--- config.mk ---
export PLATFORM = sky130hd
export DESIGN_NAME = tile_redraw_ctrl
export DESIGN_NICKNAME = d
export VERILOG_FILES = /design/src/rtl/tile_redraw_ctrl.sv
export SDC_FILE = /design/constraint.sdc
export NUM_CORES = 1
export LEC_CHECK = 0
export ABC_AREA = 1
export CAP_MARGIN = 20
export CORE_ASPECT_RATIO = 1.4
export CORE_UTILIZATION = 40
export DETAILED_ROUTE_END_ITERATION = 10
export PLACE_DENSITY_LB_ADDON = 0.2
export SLEW_MARGIN = 30
export SYNTH_ARGS = -nofsm -noshare
export SYNTH_HDL_FRONTEND = slang
export SYNTH_SLANG_ARGS = --single-unit
export TNS_END_PERCENT = 1
--- constraint.sdc ---
create_clock -name clk -period 14.8 [get_ports clk]
set_clock_uncertainty 0.15 [all_clocks]
set_input_delay 2.22 -clock clk [delete_from_list [all_inputs] [get_ports clk]]
set_output_delay 2.22 -clock clk [all_outputs]
set_load 0.1 [all_outputs]
--- src/rtl/tile_redraw_ctrl.sv ---
// Tile redraw controller: tracks per-tile status changes against a snapshot
// and scans dirty tiles pixel by pixel in round-robin order.
module tile_redraw_ctrl #(
    parameter int TILE_W = 19,
    parameter int TILE_H = 14
) (
    input  logic        clk,
    input  logic        reset,
    input  logic [63:0] mineMap,
    input  logic [63:0] flagMap,
    input  logic [63:0] stepMap,
    input  logic [63:0] posMap,
    input  logic        full_redraw,
    output logic [5:0]  tile_n,
    output logic [4:0]  x_count,
    output logic [3:0]  y_count,
    output logic        plot,
    output logic        busy,
    output logic        frame_done
);

    localparam logic [4:0] X_LAST = 5'(TILE_W - 1);
    localparam logic [3:0] Y_LAST = 4'(TILE_H - 1);

    typedef enum logic [1:0] {IDLE, SELECT, DRAW} state_t;

    state_t      state;
    logic [3:0]  snap [64];
    logic [63:0] dirty;
    logic [63:0] dirty_nxt;
    logic [63:0] diff;
    logic [63:0] clr;
    logic [63:0] rot;
    logic [5:0]  ptr;
    logic [5:0]  off;
    logic [5:0]  sel;

    // Round-robin pick: lowest dirty index at or above ptr, wrapping past 63
    always_comb begin
        rot = 64'({dirty, dirty} >> ptr);
        off = '0;
        for (int k = 63; k >= 0; k--) begin
            if (rot[k]) off = 6'(k);
        end
        sel = ptr + off;
    end

    // Next dirty vector; the tile being selected compares against its new snapshot
    always_comb begin
        diff = '0;
        for (int i = 0; i < 64; i++) begin
            diff[i] = ({posMap[i], mineMap[i], flagMap[i], stepMap[i]} != snap[i]);
        end
        clr = '0;
        if (state == SELECT) begin
            diff[sel] = 1'b0;
            clr[sel]  = 1'b1;
        end
        dirty_nxt = (dirty & ~clr) | diff | {64{full_redraw}};
    end

    // Dirty bits: sets take priority over the SELECT clear
    always_ff @(posedge clk or posedge reset) begin
        if (reset) dirty <= '1;
        else       dirty <= dirty_nxt;
    end

    // Snapshot of each tile's status as of its last SELECT
    always_ff @(posedge clk or posedge reset) begin
        if (reset) begin
            for (int i = 0; i < 64; i++) snap[i] <= '0;
        end else if (state == SELECT) begin
            snap[sel] <= {posMap[sel], mineMap[sel], flagMap[sel], stepMap[sel]};
        end
    end

    // Control FSM with registered scan outputs
    always_ff @(posedge clk or posedge reset) begin
        if (reset) begin
            state      <= IDLE;
            ptr        <= '0;
            tile_n     <= '0;
            x_count    <= '0;
            y_count    <= '0;
            plot       <= 1'b0;
            busy       <= 1'b0;
            frame_done <= 1'b0;
        end else begin
            frame_done <= 1'b0;
            unique case (state)
                IDLE: begin
                    if (|dirty) begin
                        state <= SELECT;
                        busy  <= 1'b1;
                    end
                end
                SELECT: begin
                    tile_n  <= sel;
                    x_count <= '0;
                    y_count <= '0;
                    plot    <= 1'b1;
                    state   <= DRAW;
                end
                DRAW: begin
                    if (x_count == X_LAST) begin
                        x_count <= '0;
                        if (y_count == Y_LAST) begin
                            y_count    <= '0;
                            state      <= IDLE;
                            plot       <= 1'b0;
                            busy       <= 1'b0;
                            ptr        <= tile_n + 6'd1;
                            frame_done <= (dirty_nxt == '0);
                        end else begin
                            y_count <= y_count + 4'd1;
                        end
                    end else begin
                        x_count <= x_count + 5'd1;
                    end
                end
                default: state <= IDLE;
            endcase
        end
    end

endmodule

==> results of run 1 <==
-- stage by stage --
step / hold WS (ns) / util / cells / area, µm²
after floorplan: 0.303 / - / 3350 / 23500
after global placement: 0.315 / 0.465 / 4268 / 26900
after detailed placement: 0.325 / 0.465 / 4269 / 26900
after CTS: 0.340 / 0.486 / 4335 / 28100
after global routing: 0.366 / 0.486 / 4335 / 28100
final: 0.338 / 0.486 / 4335 / 28100
-- worst reg2reg max path, delay by kind of cell (launching register included) --
family	cells	cell delay, ns
flip-flops	1	0.34
adder cells (fa/ha/maj)	2	0.60
AND/OR/NAND/NOR	68	6.51
buffers and inverters	7	2.60
AO/OA/AOI/OAI	6	1.38
-- area by class of cell --
class	count	area [µm²]
Multi-Input combinational cell	2576	13000
Inverter	280	1060
Sequential cell	346	8740
Fill cell	5990	29700
Timing Repair Buffer	325	3120
Clock inverter	13	134
Tap cell	742	928
Clock buffer	53	1090
-- worst min path at each step --
stage                     cells past startpoint             startpoint               endpoint
final                                         2  snap[139]$_DFFE_PP0P_  snap[139]$_DFFE_PP0P_
after global routing                          2  snap[171]$_DFFE_PP0P_  snap[171]$_DFFE_PP0P_
after CTS                                     2  snap[139]$_DFFE_PP0P_  snap[139]$_DFFE_PP0P_
after detailed placement                      2   snap[35]$_DFFE_PP0P_   snap[35]$_DFFE_PP0P_
after global placement                        2  snap[146]$_DFFE_PP0P_  snap[146]$_DFFE_PP0P_
after floorplan                               2  snap[119]$_DFFE_PP0P_  snap[119]$_DFFE_PP0P_
-- layer usage --
metal	share of wire	up-vias
met2	0.46	1203
met4	0.082	0
li1	-	11725
met3	0.074	341
met1	0.38	11902
met5	0	-
-- state kept, by name (all words and copies together), names as in the netlist --
| signal | cells |
|---|---|
| snap | 256 |
| tile_n | 6 |
| y_count | 4 |
| plot | 1 |
| state | 2 |
| ptr | 6 |
| busy | 1 |
| x_count | 5 |
| frame_done | 1 |
| dirty | 64 |
-- logic make-up (layout without fill, tap and decap cells) --
group	after synthesis	count (layout)
muxes	12	12
and+or+nand+nor	1675	1675
xor gates and xnor gates	152	152
AOI/OAI and AO/OA	723	723
adders and majority gates	14	14
DFF	346	346
buffers and inverters	428	671
-- power by group through the flow --
stage / Sequential [mW] / Combinational, mW / Clock [mW]
2_1_floorplan: 0.965 / 0.0623 / 0
3_3_place_gp: 0.965 / 0.192 / 0
3_5_place_dp: 0.965 / 0.191 / 0
4_1_cts: 0.948 / 0.192 / 0.972
5_1_grt: 0.948 / 0.203 / 1.01
6_report: 0.948 / 0.193 / 0.963
-- cells in the final DEF (no fill, tap or decap), types with 7 or more instances in the layout --
cell type,Yosys,routed
dfrtp_1,282,278
o221ai_1,10,10
a31oi_1,15,15
inv_2,20,23
inv_1,249,246
clkbuf_16,0,39
xor2_1,105,105
o2111ai_1,13,13
a32o_1,7,7
a22oi_1,9,9
o21ai_0,407,407
clkdlybuf4s50_1,0,272
a21oi_1,79,79
o211ai_1,7,7
nand3_1,358,358
nand4_1,40,40
a211oi_1,18,18
nand2_1,1021,1021
clkinv_1,11,7
xnor2_1,47,47
o21ai_1,20,20
ha_1,13,12
nor3_1,22,15
o41ai_1,14,14
buf_4,11,46
clkbuf_1,62,8
o31ai_1,15,15
nor4_1,28,28
nand2_2,13,13
nor2_1,157,155
o22ai_1,45,45
mux2i_1,12,12
dfstp_2,64,64
or2_2,12,12
a211o_1,8,8
clkinv_2,0,8
a221oi_1,17,17
==> flow_metrics.env, run 1 <==
export IMPL_status="complete, but fails checks"
export IMPL_violations="design-rule violations"
export IMPL_crit_buf_inv=7
export IMPL_synthTopCellsByCount="1021 x nand2_1, 407 x o21ai_0, 358 x nand3_1"
export IMPL_dieWidth_um=207
export IMPL_rr_startpoint="ptr[0]$_DFFE_PP0P_"
export IMPL_use_met1=0.412
export IMPL_rsz0062_at_grt="no"
export IMPL_startpoint="ptr[0]$_DFFE_PP0P_"
export IMPL_hold_buffers=0
export IMPL_met2_usage=0.539
export IMPL_clock_path_buffers=3
export IMPL_syn_avg_cell_area_um2=7.01
export IMPL_std_cell_rows=104
export IMPL_grt_busiest_layer="met2"
export IMPL_power_density_nw_per_um2=74.9
export IMPL_ys_warn_count=0
export IMPL_irDropWorstVdd_mv=0.0731
export IMPL_synth_seq_area_share=0.372
export IMPL_tightest_slew_ns=1.05
export IMPL_cts_buffers=37
export IMPL_grt_pass1_wl_mm=149
export IMPL_grt_use_total=0.337
export IMPL_netlist_area_leader_share=0.301
export IMPL_crit_path_max_fanout=66
export IMPL_max_cap_viol_count=0
export IMPL_routed_wl_mm=101
export IMPL_syn_cell_area_um2=23500
export IMPL_synth_edf_count=0
export IMPL_critPathMostFrequentCell="nand2_1"
export IMPL_drtIter0Drc=2861
export IMPL_syn_to_final_growth_pct=19.7
export IMPL_nets=3839
export IMPL_synthAdderAreaFrac=0.00778
export IMPL_drcViolationCount=2
export IMPL_layout_setup_ws_ns=3.13
export IMPL_grt_pass1_vias=23887
export IMPL_netSwitchingPower_mw=0.523
export IMPL_power_mw=2.10
export IMPL_reg2reg_depth=83
export IMPL_setup_viol=0
export IMPL_synthTopCellsByArea="dfrtp_1 30%, nand2_1 16%, o21ai_0 8.7%"
export IMPL_grt_antenna_before_repair=0
export IMPL_ys_ff_latch=346
export IMPL_clkPwrFrac=0.458
export IMPL_comb_power_share=0.092
export IMPL_post_cts_setup_buffers=0
export IMPL_slew_violations=0
export IMPL_cp_num_cells=83
export IMPL_use_met3=0.0468
export IMPL_die_h_um=289
export IMPL_r2r_end="frame_done$_DFF_PP0_"
export IMPL_n_antenna_cell=0
export IMPL_slew_headroom=0.296
export IMPL_synth_cell_types=59
export IMPL_place_gp_congestion=0.983
export IMPL_cts_resized=0
export IMPL_min_period_ns=11.67
export IMPL_start_util=0.406
export IMPL_clkTransAtPathRegs_ns=0.06
export IMPL_reg2reg_slack_ns=3.13
export IMPL_crit_required_ns=15.08
export IMPL_cpMaxStageDelayCell="nor2_1"
export IMPL_hpwlAfterDp_mm=76.0
export IMPL_synth_cells=3350
export IMPL_htree_levels=2
export IMPL_post_place_ws_ns=3.46
export IMPL_cp_slowest_stage_delay_ns=0.93
export IMPL_cts_tree="done"
export IMPL_power_switching_share=0.248
export IMPL_synth_top_family_by_area="simple AND/OR/NAND/NOR gates"
export IMPL_synth_top_area_cell="dfrtp_1"
export IMPL_via_count=25171
export IMPL_core_area_um2=57800
export IMPL_pin_count=277
export IMPL_fp_dieArea_um2=59700
export IMPL_timing_hold_violations_final=0
export IMPL_syn_nets=3623
export IMPL_overflow=0
export IMPL_clkSinkCount=346
export IMPL_dr_pass1_iters=10
export IMPL_wl_per_cell_um=23.2
export IMPL_synth_most_common_cell="nand2_1"
export IMPL_ant_nets=0
export IMPL_cp_arrival_ns=11.95
export IMPL_ys_flop_type="dfrtp_1"
export IMPL_synth_xor_area_frac=0.0567
export IMPL_drive_above_1_share=0.0699
export IMPL_start_kind="flip-flop"
export IMPL_viasPerCell=5.81
export IMPL_clk_latency_ns=0.55
export IMPL_fmax_ghz=0.0857
export IMPL_synth_compound_area_frac=0.180
export IMPL_worstHoldPathType="reg2reg"
export IMPL_path_class="reg2reg"
export IMPL_synth_area_mux_share=0.00512
export IMPL_seqPwrFrac=0.451
export IMPL_grt_max_degree=82
export IMPL_endpoint_kind="flip-flop"
export IMPL_fin_crit_sh=0.788
export IMPL_crit_end="frame_done$_DFF_PP0_"
export IMPL_port_buffers=276
export IMPL_synthSimpleGateAreaFrac=0.302
export IMPL_root_buffer="clkbuf_16"
export IMPL_cp_top_family="simple AND/OR/NAND/NOR gates"
export IMPL_synthArstFlopShare=1.00
export IMPL_p_int_mw=1.58
export IMPL_p_leak_nw=12.9
export IMPL_fin_setup_tns_ns=0
No activity file was read; power rests on OpenSTA's default activity.
==> run 2, diff against run 1 <==
==> constraint.sdc (replaced) <==
create_clock -name clk -period 11 [get_ports clk]
set_clock_uncertainty 0.15 [all_clocks]
set_input_delay 1.65 -clock clk [delete_from_list [all_inputs] [get_ports clk]]
set_output_delay 1.65 -clock clk [all_outputs]
set_load 0.1 [all_outputs]
==> run 2 against run 1 <==
  * The flow still finishes with violations (design-rule violations)
  * Power rose by 34%
  * Die area did not move
  * Register-to-register slack got worse by 2.4 ns
  * Wire length rose by 1.5%
  * Final cell count rose by 0.65%
  * Combinational power rose by 35%
  * Clock power rose by 34%
  * Sequential power rose by 35%
  * Clock-buffer cell count rose by 4
  * Largest power group unchanged
==> flow_metrics.env, run 2 (synthesized netlist as in run 1, its figures left out) <==
export IMPL_cp_slowest_stage_delay_ns=0.66
export IMPL_drtIter0Drc=2899
export IMPL_holdWs_ns=0.334
export IMPL_power_density_nw_per_um2=99.5
export IMPL_pin_count=277
export IMPL_mostFrequentLayoutCells="1021 x nand2_1, 406 x o21ai_0, 358 x nand3_1"
export IMPL_max_cap_viol_count=0
export IMPL_reg2reg_slack_ns=0.75
export IMPL_timing_hold_violations_final=0
export IMPL_place_gp_congestion=1.06
export IMPL_ant_nets=0
export IMPL_final_area_um2=28400
export IMPL_wl_per_cell_um=23.4
export IMPL_drcViolationCount=5
export IMPL_final_common_cell="nand2_1"
export IMPL_clk_latency_ns=0.55
export IMPL_largest_register="snap"
export IMPL_startpoint="ptr[1]$_DFFE_PP0P_"
export IMPL_routed_wl_mm=102
export IMPL_final_util=0.491
export IMPL_drive_above_1_share=0.0759
export IMPL_slew_violations=0
export IMPL_min_period_ns=10.25
export IMPL_cts_buffers=37
export IMPL_fin_crit_sh=0.931
export IMPL_worstHoldStart="snap[81]$_DFFE_PP0P_"
export IMPL_nets=3865
export IMPL_clock_path_buffers=3
export IMPL_fp_dieArea_um2=59700
export IMPL_slew_headroom=0.310
export IMPL_grt_pass1_wl_mm=151
export IMPL_grt_max_degree=158
export IMPL_path_class="reg2reg"
export IMPL_port_buffers=276
export IMPL_hpwlAfterDp_mm=77.6
export IMPL_root_buffer="clkbuf_16"
export IMPL_crit_path_max_fanout=66
export IMPL_die_h_um=289
export IMPL_std_cell_rows=104
export IMPL_dr_pass1_iters=11
export IMPL_worstHoldPathType="reg2reg"
export IMPL_violations="design-rule violations"
export IMPL_n_antenna_cell=0
export IMPL_tightest_slew_ns=1.03
export IMPL_cp_top_family="simple AND/OR/NAND/NOR gates"
export IMPL_grt_use_total=0.341
export IMPL_endpoint_kind="flip-flop"
export IMPL_syn_to_final_growth_pct=21.0
export IMPL_cp_arrival_ns=10.55
export IMPL_cpMaxStageDelayCell="fa_1"
export IMPL_clkSinkCount=346
export IMPL_irDropWorstVdd_mv=0.113
export IMPL_setup_viol=0
export IMPL_start_util=0.406
export IMPL_htree_levels=2
export IMPL_via_count=25535
export IMPL_crit_required_ns=11.31
export IMPL_multiInputGateArea_um2=13000
export IMPL_start_kind="flip-flop"
export IMPL_regArea_um2=8740
export IMPL_rr_startpoint="ptr[1]$_DFFE_PP0P_"
export IMPL_grt_antenna_before_repair=0
export IMPL_overflow=0
export IMPL_placed_area_um2=27100
export IMPL_top_regs="snap x256, dirty x64"
export IMPL_cts_tree="done"
export IMPL_viasPerCell=5.85
export IMPL_fmax_ghz=0.0976
export IMPL_grt_pass1_vias=24573
export IMPL_core_area_um2=57800
export IMPL_status="complete, but fails checks"
export IMPL_clkTransAtPathRegs_ns=0.07
export IMPL_largest_reg_flops=256
export IMPL_crit_buf_inv=8
export IMPL_critPathMostFrequentCell="nand2_1"
export IMPL_dieWidth_um=207
export IMPL_p_leak_nw=13.0
export IMPL_fillCellCount=5975
## run 2: through the flow
stage          setup WS [ns]  std cells  power (mW)  setup TNS, ns
6_report               0.754       4363        2.83              0
5_1_grt             -0.00630       4363        2.89        -0.0132
4_1_cts                0.479       4359        2.83              0
3_5_place_dp           0.510       4291        1.55              0
3_3_place_gp           0.578       4291        1.55              0
2_1_floorplan           3.43       3350        1.38              0
## run 2: path summary, 6_finish.rpt
path,endpoint,cells past startpoint
worst max-delay path,snap[139]$_DFFE_PP0P_,83
worst min-delay path,snap[81]$_DFFE_PP0P_,2
worst max register to register,snap[139]$_DFFE_PP0P_,83
worst min register to register,snap[81]$_DFFE_PP0P_,2
max in group asynchronous,ptr[3]$_DFFE_PP0P_,4
min in group asynchronous,snap[54]$_DFFE_PP0P_,3
## run 2: final cells by class
type,count,share of cell area
inverter,280,0.0378
multi-input combinational,2576,0.458
tap,742,0.0327
clock buffer,57,0.0385
sequential,346,0.308
clock inverter,11,0.00428
timing repair buffer,351,0.120
## run 2: what timing repair did
action                     in CTS  in global routing
hold buffers                    0                  0
setup buffers                   0                  3
gates resized for setup         0                 17
setup endpoints to repair       0                236
## run 2: where the power goes
part / internal (mW) / total (mW) / switching, mW
clock network: 0.738 / 1.29 / 0.551
registers: 1.27 / 1.28 / 0.00101
logic: 0.116 / 0.260 / 0.145
## run 2: layer usage
| layer | vias to the layer above | GRT usage | share of wire |
|---|---|---|---|
| met5 | - | 0 | 0 |
| met4 | 0 | 0.230 | 0.078 |
| met3 | 373 | 0.0387 | 0.076 |
| met2 | 1389 | 0.556 | 0.47 |
| met1 | 11979 | 0.422 | 0.38 |
| li1 | 11794 | - | - |
## run 2: tightest hold or removal path, delay by kind of cell, from the launching register on
family / cells / cell delay (ns)
DFF: 1 / 0.34
AOI/OAI and AO/OA: 1 / 0.06
and+or+nand+nor: 1 / 0.05
